<file path="config.mk">
export PLATFORM = sky130hd
export DESIGN_NAME = seq_bus_datapath_flat
export DESIGN_NICKNAME = d
export VERILOG_FILES = /design/src/rtl/seq_bus_pkg.sv /design/src/rtl/seq_bus_datapath_if.sv /design/src/rtl/seq_bus_alu.sv /design/src/rtl/seq_bus_datapath.sv /design/src/flat_wrapper.sv
export SDC_FILE = /design/constraint.sdc
export NUM_CORES = 2
export LEC_CHECK = 0
export BUFFER_PORTS_ARGS = -buffer_cell sky130_fd_sc_hd__buf_2
export CAP_MARGIN = 20
export CORE_ASPECT_RATIO = 0.6
export CORE_MARGIN = 3
export CORE_UTILIZATION = 45
export DETAILED_ROUTE_END_ITERATION = 7
export GPL_TIMING_DRIVEN = 0
export PLACE_DENSITY = 0.66
export SLEW_MARGIN = 10
export SYNTH_ARGS = -nofsm -noshare
export SYNTH_HDL_FRONTEND = slang
export SYNTH_SLANG_ARGS = --single-unit
</file>
<file path="constraint.sdc">
create_clock -name clk -period 8.37 [get_ports clk]
set_input_delay 0.837 -clock clk [delete_from_list [all_inputs] [get_ports clk]]
set_output_delay 0.837 -clock clk [all_outputs]
set_load 0.03 [all_outputs]
</file>
<file path="src/rtl/seq_bus_pkg.sv">
// -----------------------------------------------------------------------------
// seq_bus_pkg
// Shared definitions for the sequenced single-bus datapath: opcode values,
// control-step encodings and the ALU-op classifier.
// State codes are plain localparams on a 3-bit type so that legacy control
// logic can compare against them directly.
// -----------------------------------------------------------------------------
package seq_bus_pkg;

    localparam int OP_W = 5;

    localparam logic [OP_W-1:0] OP_ADD  = 5'd0;
    localparam logic [OP_W-1:0] OP_SUB  = 5'd1;
    localparam logic [OP_W-1:0] OP_AND  = 5'd2;
    localparam logic [OP_W-1:0] OP_OR   = 5'd3;
    localparam logic [OP_W-1:0] OP_SHR  = 5'd4;
    localparam logic [OP_W-1:0] OP_SHL  = 5'd5;
    localparam logic [OP_W-1:0] OP_NEG  = 5'd6;
    localparam logic [OP_W-1:0] OP_NOT  = 5'd7;
    localparam logic [OP_W-1:0] OP_HALT = 5'd31;

    typedef logic [2:0] state_t;

    localparam state_t IDLE = 3'd0;
    localparam state_t T0   = 3'd1;
    localparam state_t T1   = 3'd2;
    localparam state_t T2   = 3'd3;
    localparam state_t T3   = 3'd4;
    localparam state_t T4   = 3'd5;
    localparam state_t T5   = 3'd6;
    localparam state_t HALT = 3'd7;

    // Opcodes 0..7 are the register-register ALU instructions.
    function automatic logic is_alu_op(input logic [OP_W-1:0] op);
        return op <= OP_NOT;
    endfunction

endpackage

</file>
<file path="src/rtl/seq_bus_datapath_if.sv">
// -----------------------------------------------------------------------------
// seq_bus_datapath_if
// Instruction-memory read handshake between the datapath (master) and the
// instruction memory (slave).
//   mem_req   : read request, held until acknowledged
//   mem_addr  : read address
//   mem_ack   : read data valid this cycle
//   mem_rdata : instruction word
// -----------------------------------------------------------------------------
interface seq_bus_datapath_if #(
    parameter int DATA_W = 32
);
    logic              mem_req;
    logic [DATA_W-1:0] mem_addr;
    logic              mem_ack;
    logic [DATA_W-1:0] mem_rdata;

    modport master (output mem_req, output mem_addr, input mem_ack, input mem_rdata);
    modport slave  (input mem_req, input mem_addr, output mem_ack, output mem_rdata);
endinterface

</file>
<file path="src/rtl/seq_bus_alu.sv">
// -----------------------------------------------------------------------------
// seq_bus_alu
// Purely combinational ALU for the datapath.
//   op_i     : opcode (only 0..7 are meaningful, others yield 0)
//   a_i      : first operand (Y register)
//   b_i      : second operand (R[rc]); low $clog2(DATA_W) bits give shift amount
//   result_o : result, truncated to DATA_W
// -----------------------------------------------------------------------------
module seq_bus_alu
    import seq_bus_pkg::*;
#(
    parameter int DATA_W = 32
) (
    input  logic [OP_W-1:0]   op_i,
    input  logic [DATA_W-1:0] a_i,
    input  logic [DATA_W-1:0] b_i,
    output logic [DATA_W-1:0] result_o
);

    localparam int SH_W = $clog2(DATA_W);

    logic [SH_W-1:0] shamt;
    assign shamt = b_i[SH_W-1:0];

    always_comb begin
        // NOTE: assigning a default before the case means no path leaves the
        // output unassigned, so no latch can be inferred.
        result_o = '0;
        case (op_i)
            OP_ADD: result_o = a_i + b_i;
            OP_SUB: result_o = a_i - b_i;
            OP_AND: result_o = a_i & b_i;
            OP_OR:  result_o = a_i | b_i;
            OP_SHR: result_o = a_i >> shamt;
            OP_SHL: result_o = a_i << shamt;
            OP_NEG: result_o = '0 - a_i;
            OP_NOT: result_o = ~a_i;
            default: result_o = '0;
        endcase
    end

endmodule

</file>
<file path="src/rtl/seq_bus_datapath.sv">
// -----------------------------------------------------------------------------
// seq_bus_datapath
// Single-bus CPU datapath (register file, PC, IR, MAR, MDR, Y, Z) with a
// built-in control-step sequencer: fetch T0-T2, execute T3-T5. Executes
// register-register ALU instructions autonomously.
//
// Ports
//   clk      : rising-edge clock
//   reset    : synchronous, active-high
//   run      : leave IDLE and start fetching
//   mem      : instruction-memory handshake (master side)
//   halted   : high while in HALT
//   illegal  : one-cycle pulse in T3 on an undefined opcode
//   pc_out   : current PC
//   dbg_sel  : debug register select
//   dbg_data : combinational R[dbg_sel]
//
// Build option
//   SEQ_BUS_DATAPATH_R0_ZERO_EN : R0 reads as zero and writes to R0 are dropped.
//
// Parameter constraint: DATA_W >= 5 + 3*REG_AW (opcode plus three index fields).
// -----------------------------------------------------------------------------
module seq_bus_datapath
    import seq_bus_pkg::*;
#(
    parameter int  DATA_W   = 32,
    parameter int  NUM_REGS = 16,
    localparam int REG_AW   = $clog2(NUM_REGS)
) (
    input  logic                clk,
    input  logic                reset,
    input  logic                run,
    seq_bus_datapath_if.master  mem,
    output logic                halted,
    output logic                illegal,
    output logic [DATA_W-1:0]   pc_out,
    input  logic [REG_AW-1:0]   dbg_sel,
    output logic [DATA_W-1:0]   dbg_data
);

`ifdef SEQ_BUS_DATAPATH_R0_ZERO_EN
    localparam bit R0_ZERO = 1'b1;
`else
    localparam bit R0_ZERO = 1'b0;
`endif

    localparam int FIELD_LSB = DATA_W - OP_W - 3 * REG_AW;

    state_t            state_q, state_d;
    logic [DATA_W-1:0] pc_q,  pc_d;
    logic [DATA_W-1:0] ir_q,  ir_d;
    logic [DATA_W-1:0] mar_q, mar_d;
    logic [DATA_W-1:0] mdr_q, mdr_d;
    logic [DATA_W-1:0] y_q,   y_d;
    logic [DATA_W-1:0] z_q,   z_d;
    logic [DATA_W-1:0] regs_q [NUM_REGS];

    // Instruction fields: op, then ra, rb, rc packed directly below it.
    logic [OP_W-1:0]   op;
    logic [REG_AW-1:0] ra, rb, rc;
    assign op = ir_q[DATA_W-1 -: OP_W];
    assign ra = ir_q[DATA_W-OP_W-1 -: REG_AW];
    assign rb = ir_q[DATA_W-OP_W-REG_AW-1 -: REG_AW];
    assign rc = ir_q[DATA_W-OP_W-2*REG_AW-1 -: REG_AW];

    generate
        if (FIELD_LSB > 0) begin : g_ir_pad
            logic unused_ir_pad;
            assign unused_ir_pad = ^ir_q[FIELD_LSB-1:0];
        end
    endgenerate

    // Register read ports; R0 is forced to zero when the option is built in.
    logic [DATA_W-1:0] rb_val, rc_val, alu_res;
    assign rb_val   = (R0_ZERO && rb == '0)      ? '0 : regs_q[rb];
    assign rc_val   = (R0_ZERO && rc == '0)      ? '0 : regs_q[rc];
    assign dbg_data = (R0_ZERO && dbg_sel == '0) ? '0 : regs_q[dbg_sel];

    seq_bus_alu #(.DATA_W(DATA_W)) u_alu (
        .op_i    (op),
        .a_i     (y_q),
        .b_i     (rc_val),
        .result_o(alu_res)
    );

    assign mem.mem_req  = (state_q == T1);
    assign mem.mem_addr = mar_q;
    assign halted       = (state_q == HALT);
    assign illegal      = (state_q == T3) && !is_alu_op(op) && (op != OP_HALT);
    assign pc_out       = pc_q;

    always_comb begin
        state_d = state_q;
        pc_d    = pc_q;
        ir_d    = ir_q;
        mar_d   = mar_q;
        mdr_d   = mdr_q;
        y_d     = y_q;
        z_d     = z_q;
        case (state_q)
            IDLE: if (run) state_d = T0;
            T0: begin
                mar_d   = pc_q;
                z_d     = pc_q + DATA_W'(1);
                state_d = T1;
            end
            // Wait states: hold here until the memory acknowledges.
            T1: if (mem.mem_ack) begin
                mdr_d   = mem.mem_rdata;
                pc_d    = z_q;
                state_d = T2;
            end
            T2: begin
                ir_d    = mdr_q;
                state_d = T3;
            end
            T3: begin
                if (is_alu_op(op)) begin
                    y_d     = rb_val;
                    state_d = T4;
                end else if (op == OP_HALT) begin
                    state_d = HALT;
                end else begin
                    state_d = T0;
                end
            end
            T4: begin
                z_d     = alu_res;
                state_d = T5;
            end
            T5:      state_d = T0;
            HALT:    state_d = HALT;
            default: state_d = IDLE;
        endcase
    end

    // NOTE: state is updated with non-blocking assignments so every register
    // samples the values from before the edge, regardless of statement order.
    always_ff @(posedge clk) begin
        if (reset) begin
            state_q <= IDLE;
            pc_q    <= '0;
            ir_q    <= '0;
            mar_q   <= '0;
            mdr_q   <= '0;
            y_q     <= '0;
            z_q     <= '0;
        end else begin
            state_q <= state_d;
            pc_q    <= pc_d;
            ir_q    <= ir_d;
            mar_q   <= mar_d;
            mdr_q   <= mdr_d;
            y_q     <= y_d;
            z_q     <= z_d;
        end
    end

    // Register file write happens in T5; writes to R0 vanish when R0 is hardwired.
    logic wr_en;
    assign wr_en = (state_q == T5) && !(R0_ZERO && ra == '0);

    // NOTE: the register file is architecturally visible after reset, so it
    // is cleared like any other register rather than left as an unreset RAM.
    always_ff @(posedge clk) begin
        if (reset) begin
            for (int i = 0; i < NUM_REGS; i++) regs_q[i] <= '0;
        end else if (wr_en) begin
            regs_q[ra] <= z_q;
        end
    end

endmodule

</file>
<file path="src/flat_wrapper.sv">
// flat-port wrapper written by rule: the top's interface ports become plain ports
module seq_bus_datapath_flat import seq_bus_pkg::*;
#(
    parameter int  DATA_W   = 32,
    parameter int  NUM_REGS = 16,
    localparam int REG_AW   = $clog2(NUM_REGS)
)
  (clk, reset, run, halted, illegal, pc_out, dbg_sel, dbg_data, mem_mem_req, mem_mem_addr, mem_mem_ack, mem_mem_rdata);
  seq_bus_datapath_if #(.DATA_W(DATA_W)) mem_i ();
  input  logic clk;
  input  logic reset;
  input  logic run;
  output logic halted;
  output logic illegal;
  output logic [DATA_W-1:0] pc_out;
  input  logic [REG_AW-1:0] dbg_sel;
  output logic [DATA_W-1:0] dbg_data;
  output wire logic [$bits(mem_i.mem_req)-1:0] mem_mem_req;
  output wire logic [$bits(mem_i.mem_addr)-1:0] mem_mem_addr;
  input wire logic [$bits(mem_i.mem_ack)-1:0] mem_mem_ack;
  input wire logic [$bits(mem_i.mem_rdata)-1:0] mem_mem_rdata;
  assign mem_mem_req = mem_i.mem_req;
  assign mem_mem_addr = mem_i.mem_addr;
  assign mem_i.mem_ack = mem_mem_ack;
  assign mem_i.mem_rdata = mem_mem_rdata;
  seq_bus_datapath #(.DATA_W(DATA_W), .NUM_REGS(NUM_REGS)) u_core (.clk(clk), .reset(reset), .run(run), .mem(mem_i), .halted(halted), .illegal(illegal), .pc_out(pc_out), .dbg_sel(dbg_sel), .dbg_data(dbg_data));
endmodule
</file>
==> impl_metrics.csv <==
group,metric,value,unit
grt,gr-total-overflow,0,
sta,slew_violations,0,
sta,skew,39.3,ps
grt,grt_max_degree,33,
place,place_ws,-903,ps
floorplanning,ioPinCount,139,
grt,grt_pass1_vias,36917,
routing,drcViolationCount,24,
synthesis,synth-edff-count,512,
status,violations,"DRC, setup timing",
cells_and_area,nNetsFinal,4264,
synthesis,synth_area_per_cell,11.3,um^2
status,outcome,"complete, but fails checks",
synthesis,async_flop_share,0,
floorplanning,core,97100,um^2
cells_and_area,drive_gt1_frac,0.203,
cells_and_area,final_cell_count_no_fill,5554,
clock_network,cts_tree,"done",
sta,max_freq,118,MHz
routing,drtPass1Iterations,8,
synthesis,syn_inst,3935,
clock_network,insertion_delay,700,ps
routing,post_drt_wl_per_cell,41.5,um
place,dp.cells,5404,
pwr,p_leak,17.3,nW
setup_path,cp.arrival,9000,ps
routing,ant_nets,0,
place,gpl.final_weighted_congestion,1.16,
sta,relSlewSlack,0.0933,
setup_path,worstSetupStartpointType,"flip-flop",
grt,track_usage,0.439,
sta,worst_pin_slew,1350,ps
routing,viasPerCell,7.36,
clock_network,cts_max_path_buffers,3,
clock_network,ctsResizeCount,20,
setup_path,crit_fanout,10,
floorplanning,row_count,88,
clock_network,cts_hold_buf,0,
pwr,ir_worst_vdd,0.172,mV
min_path,hold_start,"mem_mem_rdata[15]",
setup_path,cpMostUsedCell,"buf_2",
clock_network,path_clk_slew,70,ps
routing,vias,40899,
clock_network,clock-sinks,681,
floorplanning,design.die.area,103000,um^2
synthesis,synthDistinctLibCells,87,
grt,antenna_found_initial,17,
grt,grt_pass1_wl,309000,um
setup_path,crit_chain,"buf_2 > inv_1 > nor2_2 > clkbuf_2 > a221o_1 > buf_2 > clkdlybuf4s15_1 > xnor2_1 > ha_1 > and2_1 > a21o_1 > a31o_2 > a41o_1 > a2111oi_1 > clkdlybuf4s18_2 > nor2_1 > mux2i_1 > a2111oi_2 > nand3_2 > o2bb2ai_1",
place,portBuffers,120,
setup_path,crit_path_top_delay_cell,"clkdlybuf4s15_1",
cells_and_area,fillers,8623,
job,drv_cap,0,
floorplanning,die_w,412,um
routing,drt_iter0_drc,9086,
sta,finalSetupViolCount,2,
cells_and_area,syn_to_final_growth,12.8,%
floorplanning,start_util,0.459,
clock_network,cts_buffers,71,
sta,period_minus_slack,8470,ps
min_path,hp-class,"in2reg",
sta,rsz0062_at_grt,"no",
synthesis,ys.flop_type,"edfxtp_1",
synthesis,yosysWarnings,0,
setup_path,cp-end-kind,"flip-flop",
setup_path,reg2regPathDepth,20,
pwr,power_density,170,nW/um^2
sta,fin_crit_sh,1.01,
sta,final.setup.worst_slack,-97.3,ps
setup_path,slowest_delay,890,ps
place,dp_hpwl,176000,um
clock_network,cts_root_buffer,"clkbuf_16",
sta,hold_violations,0,
min_path,worstHoldPathCells,3,
synthesis,syn-cell-area,44500,um^2
setup_path,cp_data_required_time,8910,ps
synthesis,synth_seq_cells,681,
floorplanning,die_h,250,um
clock_network,htreeDepth,3,
synthesis,syn-num-nets,4013,
routing,drt_wl_total,230000,um
setup_path,crit_type,"reg2reg",
synthesis,synth-seq-area-share,0.421,
clock_network,post_cts_buffers,0,
cell families (layout without fill, tap and decap cells):
logic type               after synthesis  count (layout)  share of synthesized area
multiplexers                         511             511                      0.234
AO/OA/AOI/OAI                        762             762                      0.110
flip-flops                           681             681                      0.421
AND/OR/NAND/NOR                     1454            1454                      0.168
adder cells (fa/ha/maj)               38              38                     0.0108
buffers and inverters                386             690                     0.0355
XOR/XNOR                             103             103                     0.0203
other                                  0              10                          0
cell usage after synthesis (all sizes together), types with 7 or more instances:
library cell	n	area (um^2)
a211oi	23	173
a21o	22	165
a21oi	268	1340
a221o	12	120
a221oi	60	563
a22o	11	96.3
a22oi	42	315
a311oi	7	61.3
a31oi	22	138
and2	523	3270
and3	13	81.3
buf	93	482
clkbuf	266	998
dfxtp	169	3380
edfxtp	512	15400
ha	37	463
inv	27	101
mux2	8	90.1
mux2i	79	791
mux4	424	9550
nand2	443	1660
nand2b	18	113
nand3	164	826
nand4	18	119
nor2	131	494
nor2b	13	81.3
nor3	54	285
nor3b	8	60.1
nor4	16	113
o211ai	42	315
o21a	13	97.6
o21ai	149	746
o21bai	8	60.1
o221ai	9	85.1
o22ai	18	113
or2	23	144
or3	7	43.8
xnor2	53	464
xor2	50	438
state kept, by name (all words and copies together) (netlist names), named ones only:
register	flops
u_core.mem.mem_addr	32
u_core.state_q	3
u_core.mdr_q	17
u_core.z_q	32
u_core.pc_out	32
u_core.ir_q	17
u_core.regs_q	512
u_core.y_q	32
power breakdown:
| part | internal (mW) | switching [mW] | total (mW) |
|---|---|---|---|
| registers | 3.72 | 0.101 | 3.82 |
| clock network | 1.85 | 1.58 | 3.43 |
| logic | 0.418 | 0.872 | 1.29 |
per-layer routing:
layer | vias to the layer above | global-route usage | share of wire
li1 | 15541 | - | -
met1 | 20347 | 0.630 | 0.39
met2 | 4422 | 0.507 | 0.35
met3 | 575 | 0.309 | 0.22
met4 | 14 | 0.128 | 0.038
met5 | - | 0.00839 | 0.0015
final timing paths:
path	endpoint	slack [ps]
min reg2reg	u_core.mem.mem_addr[25]$_SDFFE_PP0P_	450
min	u_core.mdr_q[15]$_SDFFE_PP0P_	390
max	u_core.z_q[27]$_SDFFE_PP0P_	-100
max reg2reg	u_core.z_q[27]$_SDFFE_PP0P_	-100
worst max-delay path, delay by kind of cell (launching register included):
kind | cells | cell delay, ps
buffers and inverters | 6 | 3060
adders and majority gates | 1 | 360
xor gates and xnor gates | 1 | 190
DFF | 1 | 590
muxes | 1 | 190
and+or+nand+nor | 4 | 1580
AOI/OAI and AO/OA | 7 | 2330
area by class of cell:
cell class / count / area, um^2 / area share
Inverter: 27 / 105 / 0.00209
Antenna cell: 10 / 25.0 / 0.000498
Multi-Input combinational cell: 2868 / 24400 / 0.486
Buffer: 356 / 1530 / 0.0304
Sequential cell: 681 / 18800 / 0.374
Timing Repair Buffer: 181 / 1380 / 0.0276
Tap cell: 1305 / 1630 / 0.0325
Clock inverter: 40 / 475 / 0.00947
Clock buffer: 86 / 1930 / 0.0383
metrics by stage:
step / util / total power [mW] / setup TNS (ps) / area, um^2 / hold WS, ps
floorplan: - / 4.58 / 0 / 44500 / 432
finish: 0.517 / 8.54 / -187 / 50200 / 393
global route: 0.517 / 8.65 / 0 / 50200 / 385
global placement: 0.482 / 5.05 / -5730 / 46800 / 441
CTS: 0.514 / 8.40 / 0 / 49900 / 363
detailed placement: 0.488 / 5.08 / -1340 / 47400 / 445
cells in the final DEF (no fill, tap or decap), types with 14 or more instances in the layout:
cell         n
and2_1     522
edfxtp_1   512
nand2_1    443
mux4_2     424
a21oi_1    268
clkbuf_1   262
dfxtp_1    169
nand3_1    161
buf_2      159
o21ai_0    135
nor2_1     124
mux2i_1     78
clkbuf_16   73
a221oi_1    53
xnor2_1     53
xor2_1      49
nor3_1      47
o211ai_1    42
a22oi_1     40
ha_1        37
buf_1       33
buf_6       25
inv_1       25
a21o_1      22
a211oi_1    22
a31oi_1     21
buf_4       19
nand2b_1    18
o22ai_1     18
buf_8       17
nand4_1     17
o21ai_1     14
No activity file was read; power rests on OpenSTA's default activity.
